===== src/rtl/can_tx.sv =====
`default_nettype none
// ============================================================================
// Module      : can_tx
// Description : CAN 2.0A standard-frame transmitter with CRC-15 and NRZ
//               bit stuffing; each bus bit is held for CLKS_PER_BIT clocks.
// Revision    : 1.0 - initial release
// ============================================================================
module can_tx #(
    parameter int CLKS_PER_BIT = 10
) (
    input  logic        i_Clock,
    input  logic        i_Reset,
    input  logic        i_Tx_DV,
    input  logic [10:0] i_Id,
    input  logic        i_Rtr,
    input  logic [3:0]  i_Dlc,
    input  logic [63:0] i_Data,
    output logic        o_Tx_Serial,
    output logic        o_Tx_Active,
    output logic        o_Tx_Done,
    output logic        o_Stuff_Bit
);

    localparam int CNT_W = (CLKS_PER_BIT > 2) ? $clog2(CLKS_PER_BIT) : 1;
    localparam logic [CNT_W-1:0] c_CLK_LAST = CNT_W'(CLKS_PER_BIT - 1);

    localparam logic [3:0] c_S_IDLE    = 4'd0;
    localparam logic [3:0] c_S_SOF     = 4'd1;
    localparam logic [3:0] c_S_ARB     = 4'd2;
    localparam logic [3:0] c_S_CTRL    = 4'd3;
    localparam logic [3:0] c_S_DATA    = 4'd4;
    localparam logic [3:0] c_S_CRC     = 4'd5;
    localparam logic [3:0] c_S_CRC_DEL = 4'd6;
    localparam logic [3:0] c_S_ACK     = 4'd7;
    localparam logic [3:0] c_S_ACK_DEL = 4'd8;
    localparam logic [3:0] c_S_EOF     = 4'd9;
    localparam logic [3:0] c_S_IFS     = 4'd10;

    logic [3:0]       r_state;
    logic [3:0]       w_next_state;
    logic [CNT_W-1:0] r_clk_cnt;
    logic [5:0]       r_bit_cnt;
    logic             r_stuff_active;
    logic             r_run_val;
    logic [2:0]       r_run_cnt;
    logic [14:0]      r_crc;
    logic [10:0]      r_id;
    logic             r_rtr;
    logic [3:0]       r_dlc;
    logic [63:0]      r_data;
    logic [3:0]       r_nbytes;

    logic             w_bit_end;
    logic [5:0]       w_last_idx;
    logic             w_field_last;
    logic             w_bit;
    logic             w_crc_region;
    logic             w_stuff_region;
    logic [3:0]       w_arb_idx;
    logic [1:0]       w_ctl_idx;
    logic [3:0]       w_crc_idx;
    logic             w_crc_fb;
    logic [14:0]      w_crc_next;
    logic [2:0]       w_run_cnt_next;

    assign w_bit_end    = (r_clk_cnt == c_CLK_LAST);
    assign w_field_last = (r_bit_cnt == w_last_idx);
    assign w_arb_idx    = 4'd10 - r_bit_cnt[3:0];
    assign w_ctl_idx    = 2'd1 - r_bit_cnt[1:0];
    assign w_crc_idx    = 4'd14 - r_bit_cnt[3:0];

    assign w_crc_region   = (r_state == c_S_SOF) || (r_state == c_S_ARB) ||
                            (r_state == c_S_CTRL) || (r_state == c_S_DATA);
    assign w_stuff_region = w_crc_region || (r_state == c_S_CRC);

    assign w_crc_fb       = w_bit ^ r_crc[14];
    assign w_crc_next     = {r_crc[13:0], 1'b0} ^ (w_crc_fb ? 15'h4599 : 15'h0000);
    assign w_run_cnt_next = ((r_run_cnt != 3'd0) && (w_bit == r_run_val)) ?
                            r_run_cnt + 3'd1 : 3'd1;

    always_comb begin
        w_last_idx = 6'd0;
        case (r_state)
            c_S_ARB:  w_last_idx = 6'd11;
            c_S_CTRL: w_last_idx = 6'd5;
            c_S_DATA: w_last_idx = 6'({r_nbytes, 3'b000} - 7'd1);
            c_S_CRC:  w_last_idx = 6'd14;
            c_S_EOF:  w_last_idx = 6'd6;
            c_S_IFS:  w_last_idx = 6'd2;
            default:  w_last_idx = 6'd0;
        endcase
    end

    // Unstuffed value of the current field bit; fixed-form fields are recessive.
    always_comb begin
        w_bit = 1'b1;
        case (r_state)
            c_S_SOF:  w_bit = 1'b0;
            c_S_ARB:  w_bit = (r_bit_cnt == 6'd11) ? r_rtr : r_id[w_arb_idx];
            c_S_CTRL: w_bit = (r_bit_cnt < 6'd2) ? 1'b0 : r_dlc[w_ctl_idx];
            c_S_DATA: w_bit = r_data[~r_bit_cnt];
            c_S_CRC:  w_bit = r_crc[w_crc_idx];
            default:  w_bit = 1'b1;
        endcase
    end

    always_ff @(posedge i_Clock) begin
        if (i_Reset) begin
            r_state <= c_S_IDLE;
        end else begin
            r_state <= w_next_state;
        end
    end

    // Fields advance only at the end of a data bit; a pending stuff bit holds them.
    always_comb begin
        w_next_state = r_state;
        if (r_state == c_S_IDLE) begin
            if (i_Tx_DV) begin
                w_next_state = c_S_SOF;
            end
        end else if (w_bit_end && !r_stuff_active && w_field_last) begin
            case (r_state)
                c_S_SOF:     w_next_state = c_S_ARB;
                c_S_ARB:     w_next_state = c_S_CTRL;
                c_S_CTRL:    w_next_state = (r_nbytes == 4'd0) ? c_S_CRC : c_S_DATA;
                c_S_DATA:    w_next_state = c_S_CRC;
                c_S_CRC:     w_next_state = c_S_CRC_DEL;
                c_S_CRC_DEL: w_next_state = c_S_ACK;
                c_S_ACK:     w_next_state = c_S_ACK_DEL;
                c_S_ACK_DEL: w_next_state = c_S_EOF;
                c_S_EOF:     w_next_state = c_S_IFS;
                c_S_IFS:     w_next_state = c_S_IDLE;
                default:     w_next_state = c_S_IDLE;
            endcase
        end
    end

    always_comb begin
        o_Tx_Serial = 1'b1;
        o_Tx_Active = 1'b0;
        o_Tx_Done   = 1'b0;
        o_Stuff_Bit = 1'b0;
        if (r_state != c_S_IDLE) begin
            o_Tx_Active = 1'b1;
            o_Tx_Serial = r_stuff_active ? ~r_run_val : w_bit;
            o_Stuff_Bit = r_stuff_active;
            o_Tx_Done   = (r_state == c_S_IFS) && w_field_last && w_bit_end;
        end
    end

    always_ff @(posedge i_Clock) begin
        if (i_Reset) begin
            r_clk_cnt      <= '0;
            r_bit_cnt      <= 6'd0;
            r_stuff_active <= 1'b0;
            r_run_val      <= 1'b0;
            r_run_cnt      <= 3'd0;
            r_crc          <= 15'd0;
            r_id           <= 11'd0;
            r_rtr          <= 1'b0;
            r_dlc          <= 4'd0;
            r_data         <= 64'd0;
            r_nbytes       <= 4'd0;
        end else if (r_state == c_S_IDLE) begin
            r_clk_cnt      <= '0;
            r_bit_cnt      <= 6'd0;
            r_stuff_active <= 1'b0;
            r_run_cnt      <= 3'd0;
            r_crc          <= 15'd0;
            if (i_Tx_DV) begin
                r_id     <= i_Id;
                r_rtr    <= i_Rtr;
                r_dlc    <= i_Dlc;
                r_data   <= i_Data;
                r_nbytes <= i_Rtr ? 4'd0 : ((i_Dlc > 4'd8) ? 4'd8 : i_Dlc);
            end
        end else begin
            r_clk_cnt <= w_bit_end ? '0 : r_clk_cnt + CNT_W'(1);
            if (w_bit_end) begin
                if (r_stuff_active) begin
                    r_stuff_active <= 1'b0;
                    r_run_val      <= ~r_run_val;
                    r_run_cnt      <= 3'd1;
                end else begin
                    if (w_crc_region) begin
                        r_crc <= w_crc_next;
                    end
                    if (w_stuff_region) begin
                        r_run_val      <= w_bit;
                        r_run_cnt      <= w_run_cnt_next;
                        r_stuff_active <= (w_run_cnt_next == 3'd5);
                    end
                    r_bit_cnt <= w_field_last ? 6'd0 : r_bit_cnt + 6'd1;
                end
            end
        end
    end

endmodule
`default_nettype wire


===== config.mk =====
export PLATFORM = sky130hd
export DESIGN_NAME = can_tx
export DESIGN_NICKNAME = d
export VERILOG_FILES = /design/src/rtl/can_tx.sv
export SDC_FILE = /design/constraint.sdc
export NUM_CORES = 1
export LEC_CHECK = 0
export CAP_MARGIN = 25
export CORE_MARGIN = 1.5
export CORE_UTILIZATION = 58
export CTS_CLUSTER_DIAMETER = 100
export CTS_CLUSTER_SIZE = 28
export DETAILED_ROUTE_END_ITERATION = 16
export PLACE_DENSITY = 0.93
export SLEW_MARGIN = 20
export SYNTH_ARGS = -nofsm -noshare
export SYNTH_HDL_FRONTEND = slang
export SYNTH_SLANG_ARGS = --single-unit

===== constraint.sdc =====
create_clock -name i_Clock -period 4 [get_ports i_Clock]
set_input_delay 0.4 -clock i_Clock [delete_from_list [all_inputs] [get_ports i_Clock]]
set_output_delay 0.4 -clock i_Clock [all_outputs]
set_load 0.02 [all_outputs]

==> metrics.csv, run 1 <==
metric,value,unit
slowest CP cell,clkdlybuf4s50_1,
dpl cell area,6515,um2
total CTS buffers,17,
Tightest Pin Transition,826.3,ps
# clock sinks,118,
cell with the most instances after synthesis,nand2_1,
total wire length,15400,um
fraction of layout instances using a drive strength above 1,10.82,%
root buffer cell,clkbuf_8,
Post-CTS Setup Bufs,0,
crit path cell chain,"inv_1, ha_1, xnor2_1, or3_1, a21oi_1, o21ai_1, a2111o_1, nor3_1, clkdlybuf4s50_1",
WP data required,3600,ps
Peak supply drop,0.3723,mV
initial antenna violation count,0,
site row count,35,
die height,101.2,um
RSZ-0062 raised after global routing,false,
crit path from,r_nbytes[0]$_SDFFE_PP0P_,
area occupied by multi-input gates,2987,um2
Max Clk Rate,0.2600,GHz
largest net degree at the start of global routing,85,
Yosys top cell area share,42.27,%
clock tree buffer depth,2,
core area,9284,um2
total negative setup slack,0,ps
IO Port Bufs,86,
Mapped Area,5589,um2
ratio of final minimum period to clock period,96.15,%
design area,7144,um2
stages on the worst setup path,9,
Initial DRC Count,421,
GRT overflow,0,
Setup Skew,12.81,ps
crit path capture,o_Tx_Done,
ys flop type,dfxtp_1,
Via density,5.933,
fin nets,836,
Syn Inst Count,677,
"Seq/Total Area, Yosys",42.27,%
first-pass GRT wire length,25010,um
critical path class,register to primary output,
worst reg-to-reg setup slack,1100,ps
CP top delay family,buffers and inverters,
Critical Path End Type,primary output,
Synth area leader,dfxtp_1,
buffers and inverters on the worst path,2,
DR pass1 iterations,5,
H-tree Lvls,4,
relative max-transition margin,44.91,%
Tot GR Track Use,31.89,%
CTS Hold Bufs,0,
maxcap violations,0,
layout overhead on the synthesized area,27.83,%
Post-CTS Resized,1,
Post-synth EDFFs,0,
CTS tree,built,
net count after synthesis,767,
Min-Delay Path Class,input pin to register,
status,"complete, no violations",
P_leak,2.529,nW
Critical Path Fanout Max,5,
PnR Total Power,3.151,mW
die footprint,10230,um2
"Clk Latency, worst-skew pair",530,ps
Die Wd,101.2,um
CP Data Arrival Time,3450,ps
Final Max Slew Viols,0,
fin crit period,3846,ps
fill count,572,
average size of a mapped cell,8.256,um2
vias in the first global route,5292,
final setup violation count,0,
antenna fix cells,0,
synth cell count leaders,"nand2_1 (182), dfxtp_1 (118), a21oi_1 (106), nor2_1 (38), clkbuf_1 (37)",
Initial Util,60.20,%
Ports,87,
ys async rst share,0,%
R2R Path End,r_state[3]$_SDFFE_PP0P_,
Synth cell types,53,
CP max stage delay,650,ps
Worst R2R Start,r_nbytes[0]$_SDFFE_PP0P_,
clock slew at reported path FFs,60,ps
register area,2365,um2
Pwr Density,441.1,nW/um2
WL/cell,17.36,um
RePlAce Congestion,0.9245,
Synth area leaders,"dfxtp_1 (42%), nand2_1 (12%), a21oi_1 (9.5%)",
DRC,0,
vias,5263,
Worst Reg-to-Reg Cells,10,
Synth Warn #,0,
Routed Antenna Nets,0,
Final Hold Fails,0,
Synth Register Bits,118,
Post-DP HPWL,10070,um
crit start category,register,
-- final cells by class --
cell class	count	share of cell area, %
clock buffers	17	5.797
clock inverters	14	2.802
inverters	13	0.6830
multi-input cells	497	41.80
flip-flops and latches	118	33.10
well taps	129	2.259
repair buffers	99	13.56
-- per-layer routing --
layer | wire, um | vias up | global-route usage, %
li1 | - | 2464 | -
met1 | 5789 | 2460 | 35.68
met2 | 7745 | 265 | 54.47
met3 | 1160 | 74 | 9.110
met4 | 706 | 0 | 18.38
met5 | 0 | - | 0
-- how the worst min path moves through the flow --
stage,startpoint,end,slack (ps),cells after the start
after global routing,i_Reset,r_state[2]$_SDFFE_PP0P_,170,2
after CTS,i_Reset,r_state[2]$_SDFFE_PP0P_,150,2
after floorplan,r_nbytes[1]$_SDFFE_PP0P_,r_nbytes[1]$_SDFFE_PP0P_,430,2
after detailed placement,r_data[31]$_SDFFE_PP0P_,r_data[31]$_SDFFE_PP0P_,450,2
final,i_Reset,r_state[2]$_SDFFE_PP0P_,170,2
after global placement,r_data[51]$_SDFFE_PP0P_,r_data[51]$_SDFFE_PP0P_,440,2
-- registers in the layout, indices dropped and copies added (netlist names) --
signal          count
r_data             64
r_run_val           1
r_nbytes            4
r_crc              15
r_rtr               1
r_dlc               4
r_stuff_active      1
r_id               11
r_clk_cnt           4
r_state             4
r_bit_cnt           6
r_run_cnt           3
-- stage by stage --
step                cells  worst slack (ps)  utilization (%)  hold slack, ps
finish                887             153.9            76.95           173.3
global route          887             101.9            76.95           174.3
CTS                   887             74.81            76.87           155.0
detailed placement    856             572.5            70.18           447.8
global placement      856             673.1            70.18           442.1
floorplan             677              1210                -           431.9
-- worst reg2reg max path, cell delays in order (launching register included) --
cell,delay (ps)
dfxtp_1,430
inv_1,80
ha_1,360
xnor2_1,140
or3_1,310
a21oi_1,180
o21ai_1,80
a2111o_1,390
nand2b_1,270
or4_1,440
a21oi_1,130
-- cells in the final DEF, fill, tap and decap left out, drive strengths merged, types with 2 or more instances in the layout --
master,Yosys,layout
clkdlybuf4s50,0,84
or3,2,2
xnor2,20,20
dfxtp,118,118
clkbuf,37,17
inv,13,15
nand2b,6,6
mux4,18,18
nor4,3,3
or2,2,2
ha,7,7
o211ai,2,2
a21oi,106,106
mux2i,20,20
clkinvlp,0,3
nand3b,3,3
nand2,182,182
mux2,7,7
o2111ai,2,2
or4,2,2
nand3,13,13
buf,12,14
o22ai,2,2
nand4,4,4
bufinv,0,4
a31oi,3,3
a211oi,3,3
nor2,38,38
clkinv,0,5
o21ai,18,18
nor3,12,12
xor2,4,4
-- cells by family (layout without fill, tap and decap cells) --
logic type,count (synthesis),in the layout,share of synthesized area [%]
buffers and inverters,62,143,4.634
XOR/XNOR,24,24,3.895
AND/OR/NAND/NOR,273,273,20.71
flip-flops,118,118,42.27
AO/OA/AOI/OAI,148,148,14.69
multiplexers,45,45,12.25
adder cells (fa/ha/maj),7,7,1.567
-- power by group --
group          total [mW]  switching, mW  internal (mW)
sequential           1.27         0.0423           1.23
combinational       0.288          0.145          0.143
clock                1.59          0.576           1.01
(Power assumes the default switching activity.)
==> run 2: changes to the inputs <==
==> constraint.sdc (replaced) <==
create_clock -name i_Clock -period 4 [get_ports i_Clock]
set_input_delay 0.4 -clock i_Clock [delete_from_list [all_inputs] [get_ports i_Clock]]
set_output_delay 0.4 -clock i_Clock [all_outputs]
set_load 0.1 [all_outputs]
==> metrics.csv, run 2 (same netlist as run 1, synthesis figures left out) <==
metric,value,unit,change
total negative setup slack,0,ps,unchanged
buffers and inverters on the worst path,1,,was 2
clock tree buffer depth,2,,unchanged
Peak supply drop,0.2973,mV,was 0.3723 mV
Tot GR Track Use,31.85,%,was 31.89%
P_leak,2.498,nW,was 2.529 nW
site row count,35,,unchanged
Critical Path Fanout Max,12,,was 5
IO Port Bufs,86,,unchanged
fraction of layout instances using a drive strength above 1,10.32,%,was 10.82%
Min-Delay Path Class,input pin to register,,unchanged
CP top delay family,multiplexers,,was buffers and inverters
RSZ-0062 raised after global routing,false,,unchanged
largest net degree at the start of global routing,88,,was 85
Initial DRC Count,557,,was 421
Post-CTS Resized,0,,was 1
die height,101.2,um,unchanged
Pwr Density,429.9,nW/um2,was 441.1 nW/um2
maxcap violations,0,,unchanged
Via density,5.995,,was 5.933
core area,9284,um2,unchanged
Ports,87,,unchanged
status,"complete, no violations",,unchanged
crit path cell chain,"mux4_2, mux2i_1, mux2i_1, a211o_1, nor4_4, nand2_1, nand2_1, nand2_1, buf_12",,"was inv_1, ha_1, xnor2_1, or3_1, a21oi_1, o21ai_1, a2111o_1, nor3_1, clkdlybuf4s50_1"
Tightest Pin Transition,981.2,ps,was 826.3 ps
most frequent cells in the layout,"nand2_1 (181), dfxtp_1 (118), a21oi_1 (106)",,"was nand2_1 (181), dfxtp_1 (116), a21oi_1 (106)"
DR pass1 iterations,5,,unchanged
total CTS buffers,17,,unchanged
Final Hold Fails,0,,unchanged
CP Data Arrival Time,3410,ps,was 3450 ps
dpl cell area,6505,um2,was 6515 um2
register bank with the most flops,r_data,,unchanged
initial antenna violation count,0,,unchanged
CTS tree,built,,unchanged
WL/cell,17.45,um,was 17.36 um
"Clk Latency, worst-skew pair",520,ps,was 530 ps
total wire length,15440,um,was 15400 um
root buffer cell,clkbuf_8,,unchanged
# clock sinks,118,,unchanged
RePlAce Congestion,0.8997,,was 0.9245
CP most frequent cell,nand2_1,,
CTS Hold Bufs,0,,unchanged
CP max stage delay,720,ps,was 650 ps
vias in the first global route,5314,,was 5292
fin crit period,3810,ps,was 3846 ps
relative max-transition margin,34.38,%,was 44.91%
antenna fix cells,0,,unchanged
Largest register FFs,64,,unchanged
H-tree Lvls,4,,unchanged
ratio of final minimum period to clock period,95.24,%,was 96.15%
die footprint,10230,um2,unchanged
WP data required,3600,ps,about the same
vias,5306,,was 5263
first-pass GRT wire length,25300,um,was 25010 um
PnR Total Power,3.041,mW,was 3.151 mW
Post-DP HPWL,9773,um,was 10070 um
Die Wd,101.2,um,unchanged
design area,7076,um2,was 7144 um2
Initial Util,60.20,%,unchanged
fin nets,833,,was 836
Routed Antenna Nets,0,,unchanged
critical path class,register to primary output,,unchanged
placed cells,853,,was 856
clock slew at reported path FFs,60,ps,about the same
DRC,0,,unchanged
Post-CTS Setup Bufs,0,,unchanged
Setup Skew,6.556,ps,was 12.81 ps
GRT overflow,0,,unchanged
Max Clk Rate,0.2625,GHz,was 0.2600 GHz
"most common cell after layout, fill and taps aside",nand2_1,,unchanged
Final Max Slew Viols,0,,unchanged
crit start category,register,,unchanged
slowest CP cell,dfxtp_1,,was clkdlybuf4s50_1
Regs by FF count,"r_data: 64 flops, r_crc: 15 flops, r_id: 11 flops",,unchanged
Finished Layout Cells,885,,was 887
Critical Path End Type,primary output,,unchanged
final setup violation count,0,,unchanged
layout overhead on the synthesized area,26.60,%,was 27.83%
run 2: changes by cell type in the layout (fill, tap and decap cells not counted), sizes merged:
cell / change
bufinv: -2
buf: -1
clkbuf: +1
clkdlybuf4s50: -1
clkinv: +1
clkinvlp: +1
dlymetal6s2s: -1
run 2: metrics by stage:
step / util [%] / worst slack (ps) / hold WS (ps)
CTS: 76.21 / 229.9 / 128.2
floorplan: - / 629.7 / 431.9
finish: 76.21 / 190.5 / 148.8
detailed placement: 70.07 / 899.2 / 447.4
global placement: 70.07 / 971.3 / 438.8
global route: 76.21 / 2.258 / 142.0
run 2: metal layers:
layer	global-route usage, %	wire (um)
met1	37.69	6035
met2	53.59	7632
met3	7.729	1069
met4	17.20	703
met5	0	0
run 2: area by class of cell:
class / instances / area [um2]
Clock buffer: 18 / 417.9
Multi-Input combinational cell: 497 / 2982
Sequential cell: 118 / 2362
Tap cell: 129 / 161.4
Inverter: 13 / 48.80
Timing Repair Buffer: 96 / 950.9
Clock inverter: 14 / 152.6
Fill cell: 600 / 2208
run 2: power breakdown:
part | leakage, nW | internal, mW | switching [mW]
registers | 0.963 | 1.23 | 0.0373
clock network | 0.268 | 0.890 | 0.582
logic | 1.27 | 0.143 | 0.157
total | 2.50 | 2.27 | 0.776
run 2: final timing paths:
check,start,endpoint,slack [ps],cells past startpoint
setup / recovery,r_bit_cnt[3]$_SDFFE_PP0P_,o_Tx_Serial,190,9
setup reg to reg,r_bit_cnt[3]$_SDFFE_PP0P_,r_run_cnt[2]$_SDFFE_PP0P_,800,8
hold / removal,i_Reset,r_run_val$_SDFFE_PP0P_,150,2
hold reg to reg,r_data[17]$_SDFFE_PP0P_,r_data[17]$_SDFFE_PP0P_,460,2
==> run 3: changes to the inputs <==
--- a/config.mk
+++ b/config.mk
@@ -6,7 +6,7 @@
 export NUM_CORES = 1
 export LEC_CHECK = 0
 export CAP_MARGIN = 25
-export CORE_MARGIN = 1.5
+export CORE_MARGIN = 1
 export CORE_UTILIZATION = 58
 export CTS_CLUSTER_DIAMETER = 100
 export CTS_CLUSTER_SIZE = 28
==> metrics.csv, run 3 (same netlist as run 1, synthesis figures left out) <==
metric,value,unit,change
status,"complete, no violations",,unchanged
worst hold slack,124.1,ps,was 148.8 ps
Regs by FF count,"r_data: 64 flops, r_crc: 15 flops, r_id: 11 flops",,unchanged
RePlAce Congestion,0.9136,,was 0.8997
Pwr Density,423.3,nW/um2,was 429.9 nW/um2
fill count,590,,was 600
WL/cell,18.62,um,was 17.45 um
Worst Reg-to-Reg Cells,10,,was 8
crit start category,register,,unchanged
initial antenna violation count,0,,unchanged
"most common cell after layout, fill and taps aside",nand2_1,,unchanged
"Clk Latency, worst-skew pair",510,ps,was 520 ps
Post-CTS Setup Bufs,0,,unchanged
area occupied by multi-input gates,2982,um2,unchanged
total wire length,16460,um,was 15440 um
Final Hold Fails,0,,unchanged
total negative setup slack,0,ps,unchanged
P_leak,2.499,nW,was 2.498 nW
largest net degree at the start of global routing,89,,was 88
most frequent cells in the layout,"nand2_1 (181), dfxtp_1 (118), a21oi_1 (106)",,unchanged
Initial DRC Count,705,,was 557
die height,100.2,um,was 101.2 um
Internal,2.244,mW,was 2.265 mW
PnR Total Power,2.990,mW,was 3.041 mW
WP data required,3600,ps,about the same
Initial Util,60.20,%,unchanged
hold path depth,2,,unchanged
fraction of layout instances using a drive strength above 1,10.33,%,was 10.32%
antenna fix cells,0,,unchanged
Tightest Pin Transition,961.9,ps,was 981.2 ps
DR pass1 iterations,6,,was 5
CTS Hold Bufs,0,,unchanged
RSZ-0062 raised after global routing,false,,unchanged
Final Util,76.08,%,was 76.21%
Finished Layout Cells,884,,was 885
Logic pwr share,10.1,%,was 9.9%
register bank with the most flops,r_data,,unchanged
clock slew at reported path FFs,60,ps,about the same
root buffer cell,clkbuf_8,,unchanged
site row count,35,,unchanged
# clock sinks,118,,unchanged
Psw,745.8,uW,was 776.2 uW
ratio of final minimum period to clock period,95.99,%,was 95.24%
sequential power share,42.7,%,was 41.7%
relative max-transition margin,35.67,%,was 34.38%
Setup Skew,8.797,ps,was 6.556 ps
Post-DP HPWL,10130,um,was 9773 um
DRC,0,,unchanged
die footprint,10030,um2,was 10230 um2
Final Max Slew Viols,0,,unchanged
register area,2362,um2,unchanged
Clock power frac,47.2,%,was 48.4%
Die Wd,100.2,um,was 101.2 um
vias,5397,,was 5306
Via density,6.105,,was 5.995
Max Clk Rate,0.2604,GHz,was 0.2625 GHz
Ports,87,,unchanged
first-pass GRT wire length,25920,um,was 25300 um
Min-Delay Path Class,input pin to register,,unchanged
Tot GR Track Use,33.67,%,was 31.85%
placed cells,853,,unchanged
H-tree Lvls,4,,unchanged
Peak supply drop,0.2985,mV,was 0.2973 mV
core area,9284,um2,unchanged
slowest CP cell,xnor2_1,,was dfxtp_1
CTS tree,built,,unchanged
Critical Path Fanout Max,13,,was 12
maxcap violations,0,,unchanged
Routed Antenna Nets,0,,unchanged
GRT overflow,0,,unchanged
Switching Share,24.95,%,was 25.52%
final setup violation count,0,,unchanged
fin nets,833,,unchanged
fin crit period,3840,ps,was 3810 ps
CP most frequent cell,nand2_1,,unchanged
IO Port Bufs,86,,unchanged
vias in the first global route,5210,,was 5314
critical path class,register to primary output,,unchanged
Critical Path End Type,primary output,,unchanged
total CTS buffers,17,,unchanged
Largest register FFs,64,,unchanged
Post-CTS Resized,0,,unchanged
clock tree buffer depth,2,,unchanged
crit path cell chain,"buf_4, ha_1, xnor2_1, o211ai_1, o2111a_1, a211o_1, nor4_4, nand2_1, nand2_1, nand2_1, buf_12",,"was mux4_2, mux2i_1, mux2i_1, a211o_1, nor4_4, nand2_1, nand2_1, nand2_1, buf_12"
CP Data Arrival Time,3440,ps,was 3410 ps
CP max stage delay,490,ps,was 720 ps
layout overhead on the synthesized area,26.37,%,was 26.60%
-- run 3: final cells by class --
cell class,instances,area share [%]
Multi-Input combinational cell,497,42.21
Sequential cell,118,33.45
Timing Repair Buffer,96,13.46
Clock buffer,20,6.448
Tap cell,129,2.285
Clock inverter,11,1.453
Inverter,13,0.6909
-- run 3: power groups by stage --
stage          registers (mW)  logic (mW)  clock network (mW)
6_report                 1.28       0.303                1.41
5_1_grt                  1.28       0.327                1.47
4_1_cts                  1.27       0.299                1.41
3_5_place_dp             1.30       0.288                   0
3_3_place_gp             1.29       0.278                   0
2_1_floorplan            1.28       0.169                   0
-- run 3: final timing paths --
check	endpoint	from	slack, ps
hold / removal	r_run_val$_SDFFE_PP0P_	i_Reset	120
setup / recovery	o_Tx_Serial	r_bit_cnt[1]$_SDFFE_PP0P_	160
setup reg to reg	r_crc[3]$_SDFFE_PP0P_	r_bit_cnt[1]$_SDFFE_PP0P_	790
hold reg to reg	r_data[54]$_SDFFE_PP0P_	r_data[54]$_SDFFE_PP0P_	450
-- run 3: metrics by stage --
stage               instance area [um2]  worst slack [ps]
global placement                   6505             908.2
global route                       7063             66.99
CTS                                7063             244.9
detailed placement                 6505             837.3
floorplan                          5594             629.7
finish                             7063             160.3
-- run 3: worst max-delay path, delay by kind of cell, from the launching register on --
family / cells / cell delay (ps)
compound gates: 3 / 750
xor+xnor: 1 / 490
fa+ha+maj: 1 / 200
buf+inv: 2 / 430
flops: 1 / 410
simple gates: 4 / 640
-- run 3: metal layers --
metal,track usage [%],vias up,part of all wire (%)
li1,-,2452,-
met1,40.13,2519,37
met2,56.43,344,49
met3,7.382,82,8.5
met4,18.84,0,4.9
met5,0,-,0
